**src/rtl/mem_arb_pkg.sv**
```systemverilog
// Shared definitions for the SRAM port arbiter: requester ids, FSM encoding,
// latched grant record and the address range check.
package mem_arb_pkg;

    localparam logic [1:0] ID_NONE = 2'd0;
    localparam logic [1:0] ID_TBL  = 2'd1;
    localparam logic [1:0] ID_DATA = 2'd2;
    localparam logic [1:0] ID_INST = 2'd3;

    // Bit positions of the per-port one-hot vectors.
    localparam int PORT_TBL  = 0;
    localparam int PORT_DATA = 1;
    localparam int PORT_INST = 2;

    typedef enum logic [1:0] {
        IDLE   = 2'd0,
        ACCESS = 2'd1,
        RESP   = 2'd2
    } state_t;

    typedef struct packed {
        logic [1:0] id;
        logic [3:0] wstrb;
    } grant_t;

    // Full 22-bit byte address compared against the SRAM byte size.
    function automatic logic addr_in_range(input logic [21:0] addr,
                                           input int unsigned mem_words);
        return {10'd0, addr} < (mem_words << 2);
    endfunction

    function automatic logic [2:0] id_onehot(input logic [1:0] id);
        case (id)
            ID_TBL:  return 3'b001;
            ID_DATA: return 3'b010;
            ID_INST: return 3'b100;
            default: return 3'b000;
        endcase
    endfunction

endpackage

```
**src/rtl/mem_arb_pick.sv**
```systemverilog
// Combinational winner selection: fixed priority tbl > data > inst, with an
// override that hands the port to inst once it has been starved long enough.
module mem_arb_pick
    import mem_arb_pkg::*;
(
    input  logic       tbl_valid,
    input  logic       data_valid,
    input  logic       inst_valid,
    input  logic       force_inst,
    output logic [2:0] win,
    output logic [1:0] win_id
);

    always_comb begin
        win    = 3'b000;
        win_id = ID_NONE;
        if (force_inst && inst_valid) begin
            win    = 3'b100;
            win_id = ID_INST;
        end else if (tbl_valid) begin
            win    = 3'b001;
            win_id = ID_TBL;
        end else if (data_valid) begin
            win    = 3'b010;
            win_id = ID_DATA;
        end else if (inst_valid) begin
            win    = 3'b100;
            win_id = ID_INST;
        end
    end

endmodule

```
**src/rtl/mem_port_arbiter.sv**
```systemverilog
// Single SRAM port shared by MPU table loader, CPU data and CPU fetch.
// IDLE -> ACCESS -> RESP per access; out-of-range requests skip ACCESS.
module mem_port_arbiter
    import mem_arb_pkg::*;
#(
    parameter int unsigned MEM_WORDS    = 1024,
    parameter int unsigned STARVE_LIMIT = 4
) (
    input  logic        clk,
    input  logic        resetn,

    input  logic        tbl_valid,
    input  logic [21:0] tbl_addr,
    output logic        tbl_ready,
    output logic [31:0] tbl_rdata,
    output logic        tbl_err,

    input  logic        data_valid,
    input  logic [21:0] data_addr,
    input  logic [31:0] data_wdata,
    input  logic [3:0]  data_wstrb,
    output logic        data_ready,
    output logic [31:0] data_rdata,
    output logic        data_err,

    input  logic        inst_valid,
    input  logic [21:0] inst_addr,
    output logic        inst_ready,
    output logic [31:0] inst_rdata,
    output logic        inst_err,

    output logic [3:0]  mem_wen,
    output logic [21:0] mem_addr,
    output logic [31:0] mem_wdata,
    input  logic [31:0] mem_rdata,

    output logic [1:0]  grant_id
);

    state_t             state;
    grant_t             grant;
    logic               resp_err;
    logic [3:0]         starve_cnt;
    logic [2:0]         rdy_q;
    logic [2:0]         err_q;
    logic [2:0][31:0]   rdata_q;

    logic [2:0]         win;
    logic [1:0]         win_id;
    logic               force_inst;
    logic [21:0]        sel_addr;
    logic [3:0]         sel_wstrb;
    logic               sel_in_range;
    logic [2:0]         resp_sel;
    logic [31:0]        resp_data;

    assign force_inst = (starve_cnt == 4'(STARVE_LIMIT));

    mem_arb_pick u_pick (
        .tbl_valid  (tbl_valid),
        .data_valid (data_valid),
        .inst_valid (inst_valid),
        .force_inst (force_inst),
        .win        (win),
        .win_id     (win_id)
    );

    always_comb begin
        sel_addr  = '0;
        sel_wstrb = 4'h0;
        case (win_id)
            ID_TBL:  sel_addr = tbl_addr;
            ID_DATA: begin
                sel_addr  = data_addr;
                sel_wstrb = data_wstrb;
            end
            ID_INST: sel_addr = inst_addr;
            default: ;
        endcase
    end

    assign sel_in_range = addr_in_range(sel_addr, MEM_WORDS);

    always_ff @(posedge clk or negedge resetn) begin
        if (!resetn) begin
            state      <= IDLE;
            grant      <= '0;
            resp_err   <= 1'b0;
            starve_cnt <= 4'd0;
            rdy_q      <= 3'b000;
            err_q      <= 3'b000;
            rdata_q    <= '0;
            mem_wen    <= 4'h0;
            mem_addr   <= '0;
            mem_wdata  <= '0;
            grant_id   <= ID_NONE;
        end else begin
            rdy_q <= 3'b000;
            err_q <= 3'b000;
            case (state)
                IDLE: begin
                    if (|win) begin
                        grant.id    <= win_id;
                        grant.wstrb <= sel_wstrb;
                        grant_id    <= win_id;
                        if (win_id == ID_INST || !inst_valid)
                            starve_cnt <= 4'd0;
                        else if (starve_cnt < 4'(STARVE_LIMIT))
                            starve_cnt <= starve_cnt + 4'd1;
                        if (sel_in_range) begin
                            state     <= ACCESS;
                            resp_err  <= 1'b0;
                            mem_addr  <= {2'b00, sel_addr[21:2]};
                            mem_wen   <= sel_wstrb;
                            mem_wdata <= data_wdata;
                        end else begin
                            // Rejected: memory outputs are left untouched.
                            state    <= RESP;
                            resp_err <= 1'b1;
                            rdy_q    <= win;
                            err_q    <= win;
                        end
                    end else if (!inst_valid) begin
                        starve_cnt <= 4'd0;
                    end
                end
                ACCESS: begin
                    state   <= RESP;
                    mem_wen <= 4'h0;
                    rdy_q   <= id_onehot(grant.id);
                end
                RESP: begin
                    state    <= IDLE;
                    grant_id <= ID_NONE;
                    for (int p = 0; p < 3; p++)
                        if (resp_sel[p]) rdata_q[p] <= resp_data;
                end
                default: state <= IDLE;
            endcase
        end
    end

    // SRAM data arrives during RESP, so the owner sees it live and the
    // register only holds it once the pulse is over.
    assign resp_sel  = (state == RESP) ? id_onehot(grant.id) : 3'b000;
    assign resp_data = (resp_err || (|grant.wstrb)) ? 32'h0 : mem_rdata;

    assign tbl_rdata  = resp_sel[PORT_TBL]  ? resp_data : rdata_q[PORT_TBL];
    assign data_rdata = resp_sel[PORT_DATA] ? resp_data : rdata_q[PORT_DATA];
    assign inst_rdata = resp_sel[PORT_INST] ? resp_data : rdata_q[PORT_INST];

    assign tbl_ready  = rdy_q[PORT_TBL];
    assign data_ready = rdy_q[PORT_DATA];
    assign inst_ready = rdy_q[PORT_INST];
    assign tbl_err    = err_q[PORT_TBL];
    assign data_err   = err_q[PORT_DATA];
    assign inst_err   = err_q[PORT_INST];

endmodule

```
**config.mk**
```make
export PLATFORM = sky130hd
export DESIGN_NAME = mem_port_arbiter
export DESIGN_NICKNAME = d
export VERILOG_FILES = /design/src/rtl/mem_arb_pkg.sv /design/src/rtl/mem_arb_pick.sv /design/src/rtl/mem_port_arbiter.sv
export SDC_FILE = /design/constraint.sdc
export NUM_CORES = 1
export LEC_CHECK = 0
export BUFFER_PORTS_ARGS = -buffer_cell sky130_fd_sc_hd__buf_2
export CORE_UTILIZATION = 54
export CTS_BUF_LIST = sky130_fd_sc_hd__clkbuf_8
export CTS_CLUSTER_DIAMETER = 100
export DETAILED_ROUTE_END_ITERATION = 8
export PLACE_DENSITY = 0.91
export SETUP_SLACK_MARGIN = 0.02
export SLEW_MARGIN = 0
export SYNTH_ARGS = -nofsm -noshare
export SYNTH_HDL_FRONTEND = slang
export SYNTH_SLANG_ARGS = --single-unit
```
**constraint.sdc**
```tcl
create_clock -name clk -period 5.4 [get_ports clk]
set_input_delay 0.27 -clock clk [delete_from_list [all_inputs] [get_ports clk]]
set_output_delay 0.27 -clock clk [all_outputs]
set_load 0.005 [all_outputs]
```
# Word-level counts from Yosys, hierarchy flattened
# Cells that the tools add are included.
[totals]
reg_bits = 173
inputBits = 139
out_inout_bits = 162
wordCells = 77
[op_classes]
addsub = 1
magnitude_cmp = 2
n_eq_ne = 13
muxes = 33
n_reduce_logical = 14
[ops]
columns = ["cell", "n"]
rows = [
  ["$mux W32", 4],
  ["$pmux W22 S3", 1],
  ["$mux W4", 7],
  ["$mux W3", 8],
  ["$lt A22 B13 Y1 const B", 1],
  ["$mux W2", 7],
  ["$eq A2 B2 Y1 const B", 5],
  ["$pmux W3 S3", 1],
  ["$reduce_and A3 Y1", 3],
  ["$pmux W2 S2", 2],
  ["$pmux W4 S2", 1],
  ["$eq A2 B1 Y1 const B", 3],
  ["$pmux W3 S2", 1],
  ["$add A4 B1 Y4 const B", 1],
  ["$eq A4 B3 Y1 const B", 1],
  ["$lt A4 B3 Y1 const B", 1],
  ["$ne A2 B2 Y1 const B", 2],
  ["$reduce_and A2 Y1", 2],
  ["$reduce_bool A2 Y1", 2],
  ["$reduce_or A4 Y1", 1],
  ["$ne A3 B1 Y1 const B", 1],
  ["$reduce_or A3 Y1", 1],
  ["$logic_not A2 Y1", 1],
  ["$logic_or A1 B1 Y1", 2],
  ["other kinds (4)", 4],
]

# Depth between registers and ports, before layout
[logic_depth]
ltp_word = 10
mapped_depth = 11
mapped_depth_nobuf = 8

# Modules after synthesis
# From an unflattened synthesis, not the netlist that was laid out.
[unflattened]
hier_cells = 727
hier_area_um2 = 7389.6
[by_module_without_submodules]
columns = ["module", "instances", "cells_per_inst", "area_each_um2", "seq_area_each_um2"]
rows = [
  ["mem_port_arbiter", 1, 717, 7330.8, 4329.2],
  ["mem_arb_pick", 1, 10, 58.8, 0.0],
]

# Worst setup path after synthesis
# Ideal clock, no wire load.
[synth_timing]
path_type = "register to register"
start = "reg starve_cnt[0]"
end = "reg mem_wdata[10]"
setup_ps = 127
arrival_ps = 2032
required_time_ps = 5273
path_slack_ps = 3240
path_stages_with_launch = 11
path_buffers = 2
synth_period_minus_slack_ps = 2160
path_cell_list = "dfrtp_1 inv_1 ha_1 nand4b_1 and2_1 a222oi_1 buf_4 nand3_4 clkinv_4 buf_6 mux2_1"
[synth_between]
elab_chain_len = 7
word_cells_on_any_way = 11
classes_between = "1 x order compare; 4 x eq/ne; 3 x mux; 3 x reduce/logical"
[synth_rtl]
columns = ["item", "line", "source"]
rows = [
  ["start: declaration", "mem_port_arbiter.sv:43", "logic [3:0] starve_cnt;"],
  ["start signal: assignment", "mem_port_arbiter.sv:109", "starve_cnt <= starve_cnt + 4'd1;"],
  ["$eq A4 B3 Y1 (*)", "mem_port_arbiter.sv:57", "assign force_inst = (starve_cnt == 4'(STARVE_LIMIT));"],
  ["$logic_and A1 B1 Y1 (*)", "mem_arb_pick.sv:17", "if (force_inst && inst_valid) begin"],
  ["$mux W2", "mem_arb_pick.sv:17", ""],
  ["$eq A2 B2 Y1 or $eq A2 B1 Y1 (tied branches)", "mem_port_arbiter.sv:71", "case (win_id)"],
  ["$pmux W22 S3", "mem_port_arbiter.sv:71", ""],
  ["$lt A22 B13 Y1", "mem_arb_pkg.sv:29", "return {10'd0, addr} < (mem_words << 2);"],
  ["$reduce_and A3 Y1 (no source line) (*)", "--", ""],
  ["end signal: assignment", "mem_port_arbiter.sv:115", "mem_wdata <= data_wdata;"],
  ["end: declaration", "mem_port_arbiter.sv:34", "output logic [31:0] mem_wdata,"],
]
# Every way passes the cells marked *; elsewhere a longest branch is shown, timed or not.
# A chain may end at the register's enable or synchronous reset.

# Worst setup path after layout
[layout_timing]
start = "reg starve_cnt[0]"
end = "reg mem_wdata[31]"
# The elaborated chain is that of the path after synthesis.

==> flow_summary.toml <==
[run_status]
status = "finished clean"

[worst_setup_path]
critical_path_class = "reg -> reg"
max_stage_delay_ns = 0.90
arrival_ns = 3.62
worst_setup_path_end_kind = "register"
crit_chain = "inv_1 > ha_1 > nand4b_1 > o21ai_1 > a22oi_2 > nand3_4 > clkinv_4 > mux2_2"
cp_max_fo = 44
cpMaxStageDelayCell = "a22oi_2"
start_kind = "register"
required_ns = 5.74

[pwr]
ir_worst_vdd_mv = 0.245
p_leak_nw = 4.72
power_mw = 4.85
power_density_nw_per_um2 = 524

[layout]
area_delta_synth_final_pct = 27.8
antenna_cells = 0
nets = 1139
drive_gt1_frac = 0.333
layout_commonest_cell = "buf_2"
layout_common_cells = "buf_2 (291), o21ai_0 (198), dfrtp_1 (173)"
stdcell_count = 1183

[die]
die_area_um2 = 13900
die_w_um = 118
start_util = 0.564
boundaryPins = 301
rows = 41
core_area_um2 = 12900
die_y_um = 118

[synth]
ys_warn_count = 0
synth-edff-count = 0
ys_seq_area_frac = 0.597
synth_adder_area_share = 0.00345
synth_simple_gate_area_frac = 0.120
synth_cells = 720
synth_compound_area_frac = 0.191
synthXorXnorAreaFrac = 0
synth_top_family_by_area = "compound AO/OA/AOI/OAI gates"
syn_area_per_cell_um2 = 10.1
ys_types = 38
ys_seq_elements = 173
synthesis.area_um2 = 7260
synthMuxAreaShare = 0.0512
ys.flop_type = "dfrtp_1"
ys_async_sr_fraction = 1.00

[routing]
ant_nets = 0
wl_um = 19000
via_per_inst = 5.50
wl_per_cell_um = 16.0
drc = 0
drtPass1Iterations = 6
dr.first_iter.drc_count = 636
vias = 6512

[cts]
cts-root-buf = "clkbuf_8"
clockBufferDepth = 2
cts_sinks = 173
insertion_delay_ns = 0.46
htreeDepth = 4
cts_tree = "built"
clkTransAtPathRegs_ns = 0.08
numCtsBuffers = 17

[grt]
grt_overflow = 0
antenna_found_initial = 0
grt_pass1_vias = 6401
grt_pass1_wl_um = 30900
grt_max_degree = 97
grt_use_total = 0.284

[hold_path]
hold_path.class = "in -> reg"

[place]
port_buffers = 292
hpwl_um = 13000
placedCellCount = 1141
place.gp.congestion = 0.816

[timing]
fmax_ghz = 0.305
tightest_slew_ns = 1.01
tns_ns = 0
post-route-period-util = 0.607
finalMaxSlewViolations = 0
rsz0062_at_grt = "no"
slew_headroom = 0.324
skew_ns = 0.0168
setup_violations = 0
hold_viol_final = 0
fin_crit_ns = 3.28

[run]
drv_cap = 0
==> per-stage QoR <==
stage / util / setup slack, ns / cell area, um^2 / hold slack, ns
floorplan: - / 3.24 / 7260 / -0.0256
global placement: 0.681 / 2.28 / 8770 / 0.389
detailed placement: 0.681 / 2.16 / 8770 / 0.396
CTS: 0.720 / 2.14 / 9270 / 0.0000732
global route: 0.720 / 1.80 / 9270 / 0.0112
finish: 0.720 / 2.12 / 9270 / 0.0331
==> cells by family (layout without fill, tap and decap cells) <==
family | count (synthesis) | count (layout)
compound gates | 253 | 253
simple gates | 200 | 200
flops | 173 | 173
buf+inv | 58 | 348
mux | 33 | 33
fa+ha+maj | 2 | 2
other cells | 1 | 2
==> routing by layer <==
layer	global-route usage	share of wire	up-vias
met3	0.0596	0.055	48
met2	0.500	0.53	287
met5	0	0	-
li1	-	-	3080
met1	0.330	0.38	3097
met4	0.132	0.031	0
==> report_power, final <==
part           switching, mW  leakage, nW  internal (mW)
clock                  0.434        0.228          0.470
sequential             0.232         2.24           1.84
combinational           1.11         2.26          0.767
total                   1.78         4.72           3.08
==> critical path, delay by kind of cell (launching register included) <==
family / cells / cell delay [ns]
and+or+nand+nor: 2 / 0.47
AOI/OAI and AO/OA: 2 / 1.27
DFF: 1 / 0.38
buffers and inverters: 2 / 0.43
adders and majority gates: 1 / 0.20
muxes: 1 / 0.39
==> worst paths after layout <==
check	startpoint	to	slack [ns]	depth (start not counted)
max in group asynchronous	resetn	rdata_q[35]	3.39	3
hold reg to reg	rdata_q[67]	rdata_q[67]	0.47	2
hold / removal	data_wdata[14]	mem_wdata[14]	0.03	2
setup / recovery	starve_cnt[0]	mem_wdata[31]	2.12	8
setup reg to reg	starve_cnt[0]	mem_wdata[31]	2.12	8
min in group asynchronous	resetn	rdata_q[42]	0.44	2
==> sequential cells by signal, indices dropped and copies added, names as in the netlist <==
register and flops:
state 2, rdy_q 3, err_q 3, mem_addr 20, grant 6, starve_cnt 4
mem_wen 4, grant_id 2, rdata_q 96, resp_err 1, mem_wdata 32
==> cell usage after synthesis (all sizes together), types with 4 or more instances <==
master,count,area share
o211ai,4,0.0041
nor3,5,0.0034
a22o,5,0.0060
dfrtp,173,0.60
and2,13,0.011
inv,5,0.0026
a21oi,17,0.012
nand2,143,0.074
nand3,6,0.0059
a222oi,11,0.015
buf,9,0.011
nor2,12,0.0062
a31oi,10,0.0086
o21ai,199,0.14
nand4,4,0.0034
clkbuf,43,0.022
mux2,33,0.051
nor4,5,0.0043
==> final cells by class <==
| cell class | instances | area, um^2 |
|---|---|---|
| Inverter | 6 | 27.5 |
| Multi-Input combinational cell | 490 | 2680 |
| Fill cell | 948 | 3600 |
| Sequential cell | 173 | 4330 |
| Tap cell | 172 | 215 |
| Timing Repair Buffer | 310 | 1630 |
| Clock inverter | 13 | 135 |
| Clock buffer | 19 | 262 |
==> what timing repair did <==
action                                  4_1_cts  5_1_grt
buffers inserted                              0        0
hold buffers                                 10        0
endpoints found under the hold margin       100        0
resized for setup                             0        0
endpoints found under the setup margin        0        0
Power figures use the tool's default switching activity.
